--- src/rtl/golomb_pkg.sv ---
// Shared types and helpers for the Golomb ruler mark-counter chain.
package golomb_pkg;

  typedef enum logic [1:0] {IDLE, STEP, CHECK, DONE} state_t;

  localparam int DEF_WIDTH    = 9;
  localparam int DEF_MAXVALUE = 500;
  localparam int MARKBUS_W    = 1024;
  localparam int MARK_W       = 32;

  // Mark i of a flat bus of w-bit marks, zero-extended to MARK_W bits.
  function automatic logic [MARK_W-1:0] mark_at(input logic [MARKBUS_W-1:0] marks,
                                                input int unsigned i,
                                                input int unsigned w);
    logic [MARKBUS_W-1:0] sh;
    sh = marks >> (i * w);
    return sh[MARK_W-1:0] & ((MARK_W'(1) << w) - MARK_W'(1));
  endfunction

endpackage

--- src/rtl/golomb_distance_checker.sv ---
// Serial clash checker: one mark per step, tracks distances claimed by the current candidate.
module golomb_distance_checker #(
  parameter int WIDTH    = golomb_pkg::DEF_WIDTH,
  parameter int MAXVALUE = golomb_pkg::DEF_MAXVALUE,
  parameter int LEVEL    = 5,
  parameter int IW       = $clog2(LEVEL + 1)
) (
  input  logic              clock,
  input  logic              reset,
  input  logic              clear,
  input  logic              step,
  input  logic [WIDTH-1:0]  val,
  input  logic [WIDTH-1:0]  mark,
  input  logic [MAXVALUE:0] distances,
  output logic              clash,
  output logic              last,
  output logic [IW-1:0]     idx
);

  logic [MAXVALUE:0] pd;
  logic [WIDTH-1:0]  d;
  logic              in_table;

  assign d        = val - mark;
  assign in_table = (32'(d) <= MAXVALUE);
  assign last     = (idx == IW'(LEVEL - 1));

  always_comb begin
    clash = 1'b0;
    if (mark >= val) clash = 1'b1;
    else if (in_table) clash = distances[d] | pd[d];
  end

  always_ff @(posedge clock or negedge reset) begin
    if (!reset) begin
      pd  <= '0;
      idx <= IW'(1);
    end else if (clear) begin
      pd  <= '0;
      idx <= IW'(1);
    end else if (step) begin
      // distances beyond the table can never clash, so they are not recorded
      if (in_table) pd[d] <= 1'b1;
      idx <= idx + IW'(1);
    end
  end

endmodule

--- src/rtl/mark_counter_leaf_seq.sv ---
// Last-mark counter of the Golomb ruler search: advances one candidate and checks it serially.
// Optional MARK_LEAF_AUTOSCAN_EN: clashing candidates are skipped internally without a done pulse.
module mark_counter_leaf_seq
  import golomb_pkg::*;
#(
  parameter int WIDTH    = DEF_WIDTH,
  parameter int NUMMARKS = 6,
  parameter int LEVEL    = 5,
  parameter int MAXVALUE = DEF_MAXVALUE,
  parameter int LEVEL_W  = 7
) (
  input  logic                      clock,
  input  logic                      reset,
  input  logic                      load,
  input  logic [WIDTH-1:0]          resetvalue,
  input  logic                      start,
  input  logic [WIDTH-1:0]          startvalue,
  input  logic [WIDTH-1:0]          limit,
  input  logic [NUMMARKS*WIDTH-1:0] marks_in,
  input  logic [MAXVALUE:0]         distances,
  output logic                      ready,
  output logic                      done,
  output logic                      success,
  output logic [WIDTH-1:0]          val,
  output logic [LEVEL_W-1:0]        nextEnabled
);

  localparam int IW = $clog2(LEVEL + 1);

  state_t                    state_q, state_d;
  logic [WIDTH-1:0]          limit_q;
  logic [NUMMARKS*WIDTH-1:0] marks_q;
  logic [MAXVALUE:0]         dist_q;
  logic [WIDTH:0]            cand;
  logic                      cand_bad;
  logic                      chk_clear, chk_step, clash, last;
  logic [IW-1:0]             idx;
  logic [MARKBUS_W-1:0]      marks_ext;
  logic [MARK_W-1:0]         mark_full;
  logic [WIDTH-1:0]          cur_mark;

  // one extra bit catches the wrap past the largest representable position
  assign cand      = (val == '0) ? {1'b0, startvalue} : ({1'b0, val} + (WIDTH+1)'(1));
  assign cand_bad  = cand[WIDTH] | (cand[WIDTH-1:0] > limit_q);
  assign marks_ext = {{(MARKBUS_W-NUMMARKS*WIDTH){1'b0}}, marks_q};
  assign mark_full = mark_at(marks_ext, 32'(idx), WIDTH);
  assign cur_mark  = mark_full[WIDTH-1:0];

  assign ready = (state_q == IDLE);
  assign done  = (state_q == DONE);

  golomb_distance_checker #(
    .WIDTH(WIDTH), .MAXVALUE(MAXVALUE), .LEVEL(LEVEL), .IW(IW)
  ) u_chk (
    .clock    (clock),
    .reset    (reset),
    .clear    (chk_clear),
    .step     (chk_step),
    .val      (val),
    .mark     (cur_mark),
    .distances(dist_q),
    .clash    (clash),
    .last     (last),
    .idx      (idx)
  );

  always_ff @(posedge clock or negedge reset) begin
    if (!reset) state_q <= IDLE;
    else        state_q <= state_d;
  end

  always_comb begin
    state_d   = state_q;
    chk_clear = 1'b0;
    chk_step  = 1'b0;
    case (state_q)
      IDLE:  if (!load && start) state_d = STEP;
      STEP: begin
        if (cand_bad || (LEVEL == 1)) state_d = DONE;
        else begin
          chk_clear = 1'b1;
          state_d   = CHECK;
        end
      end
      CHECK: begin
        if (clash) begin
`ifdef MARK_LEAF_AUTOSCAN_EN
          state_d = STEP;
`else
          state_d = DONE;
`endif
        end else begin
          chk_step = 1'b1;
          if (last) state_d = DONE;
        end
      end
      DONE:    state_d = IDLE;
      default: state_d = IDLE;
    endcase
  end

  always_ff @(posedge clock or negedge reset) begin
    if (!reset) begin
      val         <= '0;
      success     <= 1'b0;
      nextEnabled <= LEVEL_W'(LEVEL);
      limit_q     <= '0;
      marks_q     <= '0;
      dist_q      <= '0;
    end else begin
      case (state_q)
        IDLE: begin
          if (load) val <= resetvalue;
          else if (start) begin
            limit_q <= limit;
            marks_q <= marks_in;
            dist_q  <= distances;
          end
        end
        STEP: begin
          if (cand_bad) begin
            val         <= '0;
            success     <= 1'b0;
            nextEnabled <= LEVEL_W'(LEVEL - 1);
          end else begin
            val <= cand[WIDTH-1:0];
            if (LEVEL == 1) begin
              success     <= 1'b1;
              nextEnabled <= LEVEL_W'(LEVEL);
            end
          end
        end
        CHECK: begin
          if (clash) begin
`ifndef MARK_LEAF_AUTOSCAN_EN
            success     <= 1'b0;
            nextEnabled <= LEVEL_W'(LEVEL);
`endif
          end else if (last) begin
            success     <= 1'b1;
            nextEnabled <= LEVEL_W'(LEVEL);
          end
        end
        default: ;
      endcase
    end
  end

endmodule

--- config.mk ---
export PLATFORM = sky130hd
export DESIGN_NAME = mark_counter_leaf_seq
export DESIGN_NICKNAME = d
export VERILOG_FILES = /design/src/rtl/golomb_pkg.sv /design/src/rtl/golomb_distance_checker.sv /design/src/rtl/mark_counter_leaf_seq.sv
export SDC_FILE = /design/constraint.sdc
export NUM_CORES = 2
export LEC_CHECK = 0
export CELL_PAD_IN_SITES_DETAIL_PLACEMENT = 0
export CELL_PAD_IN_SITES_GLOBAL_PLACEMENT = 1
export CORE_UTILIZATION = 46
export DETAILED_ROUTE_END_ITERATION = 8
export PLACE_DENSITY = 0.83
export SETUP_SLACK_MARGIN = 0.05
export SLEW_MARGIN = 20
export SYNTH_ARGS = -nofsm -noshare
export SYNTH_HDL_FRONTEND = slang
export SYNTH_SLANG_ARGS = --single-unit
--- constraint.sdc ---
create_clock -name clock -period 7.4 [get_ports clock]
set_input_delay 2.22 -clock clock [delete_from_list [all_inputs] [get_ports clock]]
set_output_delay 2.22 -clock clock [all_outputs]
set_load 0.01 [all_outputs]
==> impl_metrics.ini <==
[run_status]
outcome = finished, final reports clean

[clock_network]
clk_pin_slew_ps = 60
numCtsBuffers = 111
cts_tree = yes
insertion_delay_ps = 710
cts_sinks = 1081
root_buffer = clkbuf_16
htreeDepth = 3
cts_setup_buffers = 0
clock_path_buffers = 3

[timing]
rsz0062_at_grt = no
max_slew_margin = 0.223
drv_slew = 0
skew_ps = 27.4
max_freq_mhz = 141
min_period_over_period = 0.960
period_needed_ps = 7100
fin_setup_tns_ps = 0
hold_viol_final = 0
worst_pin_slew_ps = 1160
setup_viol = 0
setup_slack_ps = 298

[synth]
synth_top_family_by_area = multiplexers
ys_types = 81
synth_edf_count = 0
synth_compound_area_frac = 0.104
synth_area_um2 = 51700
synth_mux_area_frac = 0.247
syn_inst = 4030
synth.largest_area_cell = dfrtp_1
synthXorXnorAreaFrac = 0.00169
synth_top_cell_area_share = 0.522
yosysMostFrequentCell = dfrtp_1
synth_area_leaders = dfrtp_1, mux2_2, mux4_2, nand2_1, o31ai_1
yosysWarnings = 0
syn_area_per_cell_um2 = 12.8
ys_ff_latch = 1081
synthAdderAreaFrac = 0.00668
ys_top_cells_by_count = dfrtp_1, mux2_2, nand2_1
synthSimpleGateAreaFrac = 0.0793
yosysSeqAreaShare = 0.523
synth_flop_cell = dfrtp_1
async_flop_share = 1.00

[grt]
overflow = 0
grt_antenna_before_repair = 41
grt.total_usage = 0.293
grt_pass1_vias = 37997
grt_max_degree = 235
grt_first_pass_wirelength_um = 249000

[critical_path]
cp_slowest_stage_delay_ps = 950
startpoint = u_chk.idx[0]
r2r_cells = 15
path_buf_inv = 2
reg2reg_to = u_chk.pd[449]
crit_fanout = 234
worstSetupPathType = reg2reg
cp_num_cells = 15
cp_cell_sequence = mux4_2 -> a22oi_1 -> ha_1 -> a21o_1 -> o21ai_0 -> and2_2 -> buf_4 -> nand2_1 -> o221a_2 -> o21ai_0 -> nand3_1 -> or4_1 -> nand3_4 -> buf_12 -> o21ai_0
r2r_setup_slack_ps = 300
critPathArrivalTime_ps = 7620
r2r_start = u_chk.idx[0]
critPathTopFamily = compound AO/OA/AOI/OAI gates
endpoint = u_chk.pd[449]
cp-start-kind = flip-flop
worstSetupEndpointType = flip-flop
slowest_stage = dfstp_2
crit_required_ps = 7920
crit_top_cell = o21ai_0

[drt]
drt_pre_antenna_iters = 8
avgRoutedWirePerCell_um = 27.2
viasPerCell = 6.12
ant_nets = 0
wl_um = 166000
drtIter0Drc = 4157
vias = 37342
drc = 0

[cells_and_area]
nets = 5116
drive_above_1_share = 0.269
syn2layout_area_growth_pct = 22.0
fin_util = 0.568
nFillCells = 9071

[floorplanning]
fp.dieH_um = 337
die_w_um = 337
rows = 122
coreArea_um2 = 111000
die-area_um2 = 114000
start_util = 0.466
ios = 605

[worst_hold_path]
hp-class = reg2reg

[place]
io_buffers = 598
dp_worst_setup_slack_ps = 347
place_hpwl_um = 114000
gp_congestion = 0.893

[run]
cap_violations = 0
[stage by stage]
step | cells | area, um^2 | hold slack [ps]
after detailed placement | 5877 | 59200 | 460
after global placement | 5877 | 59200 | 452
after CTS | 6080 | 63000 | 473
after global routing | 6101 | 63100 | 489
after floorplan | 4034 | 51700 | 440
final | 6105 | 63100 | 470
[flip-flops by register name (all words and copies together) (netlist names)]
signal / cells
dist_q: 501
u_chk.pd: 501
marks_q: 54
limit_q: 9
val: 9
u_chk.idx: 3
state_q: 2
nextEnabled: 1
success: 1
[worst register-to-register path: cells and delay by family (launching register included)]
family / cells / cell delay, ps
muxes: 1 / 600
DFF: 1 / 950
and+or+nand+nor: 5 / 1730
AOI/OAI and AO/OA: 6 / 2400
adders and majority gates: 1 / 430
buffers and inverters: 2 / 850
[layer usage]
metal  vias up  track usage  routed length, um
li1      16072            -                  -
met1     19299        0.379              64500
met2      1588        0.467              79900
met3       345       0.0797              14800
met4        38        0.118               6300
met5         -            0                264
[area by class of cell]
cell class	count	area [um^2]	share of cell area
flip-flops and latches	1081	27100	0.429
multi-input cells	2561	23000	0.364
repair buffers	727	7310	0.116
clock buffers	168	3400	0.0540
well taps	1488	1860	0.0295
clock inverters	35	347	0.00549
inverters	21	78.8	0.00125
diodes	24	60.1	0.000952
[cell usage in the layout (no fill, tap or decap), types with 24 or more instances in the layout]
cell type and instances:
dfrtp_1 1079, ha_1 25, and3_1 24, nor2_1 40, mux2i_1 46, o31ai_1 205
nand3_1 187, a32o_1 133, buf_4 100, buf_12 28, o31ai_2 40, nand2_1 562
clkbuf_16 113, mux2_2 583, clkdlybuf4s50_1 597, o21ai_0 166, a21oi_1 27, diode_2 24
mux4_2 253, clkbuf_8 37
[kinds of logic (layout without fill, tap and decap cells)]
logic type / count (synthesis) / after routing
buffers and inverters: 393 / 951
AND/OR/NAND/NOR: 932 / 932
AO/OA/AOI/OAI: 701 / 701
other: 2 / 30
flip-flops: 1081 / 1081
adder cells (fa/ha/maj): 27 / 27
multiplexers: 884 / 884
XOR/XNOR: 10 / 11
[how the worst min path moves through the flow]
stage	startpoint	to	cells past startpoint
2_1_floorplan	u_chk.pd[168]	u_chk.pd[168]	2
3_3_place_gp	u_chk.pd[173]	u_chk.pd[173]	2
3_5_place_dp	u_chk.pd[173]	u_chk.pd[173]	2
4_1_cts	u_chk.pd[173]	u_chk.pd[173]	2
5_1_grt	u_chk.pd[347]	u_chk.pd[347]	2
6_report	u_chk.pd[347]	u_chk.pd[347]	2
[what timing repair did]
item / in CTS / in global routing
hold endpoints to repair: 0 / 0
endpoints found under the setup margin: 0 / 1
hold buffers: 0 / 0
gates resized for setup: 0 / 0
Power is not shown: default switching activity piles up to over one toggle a cycle in this logic, so the estimate is an artifact.
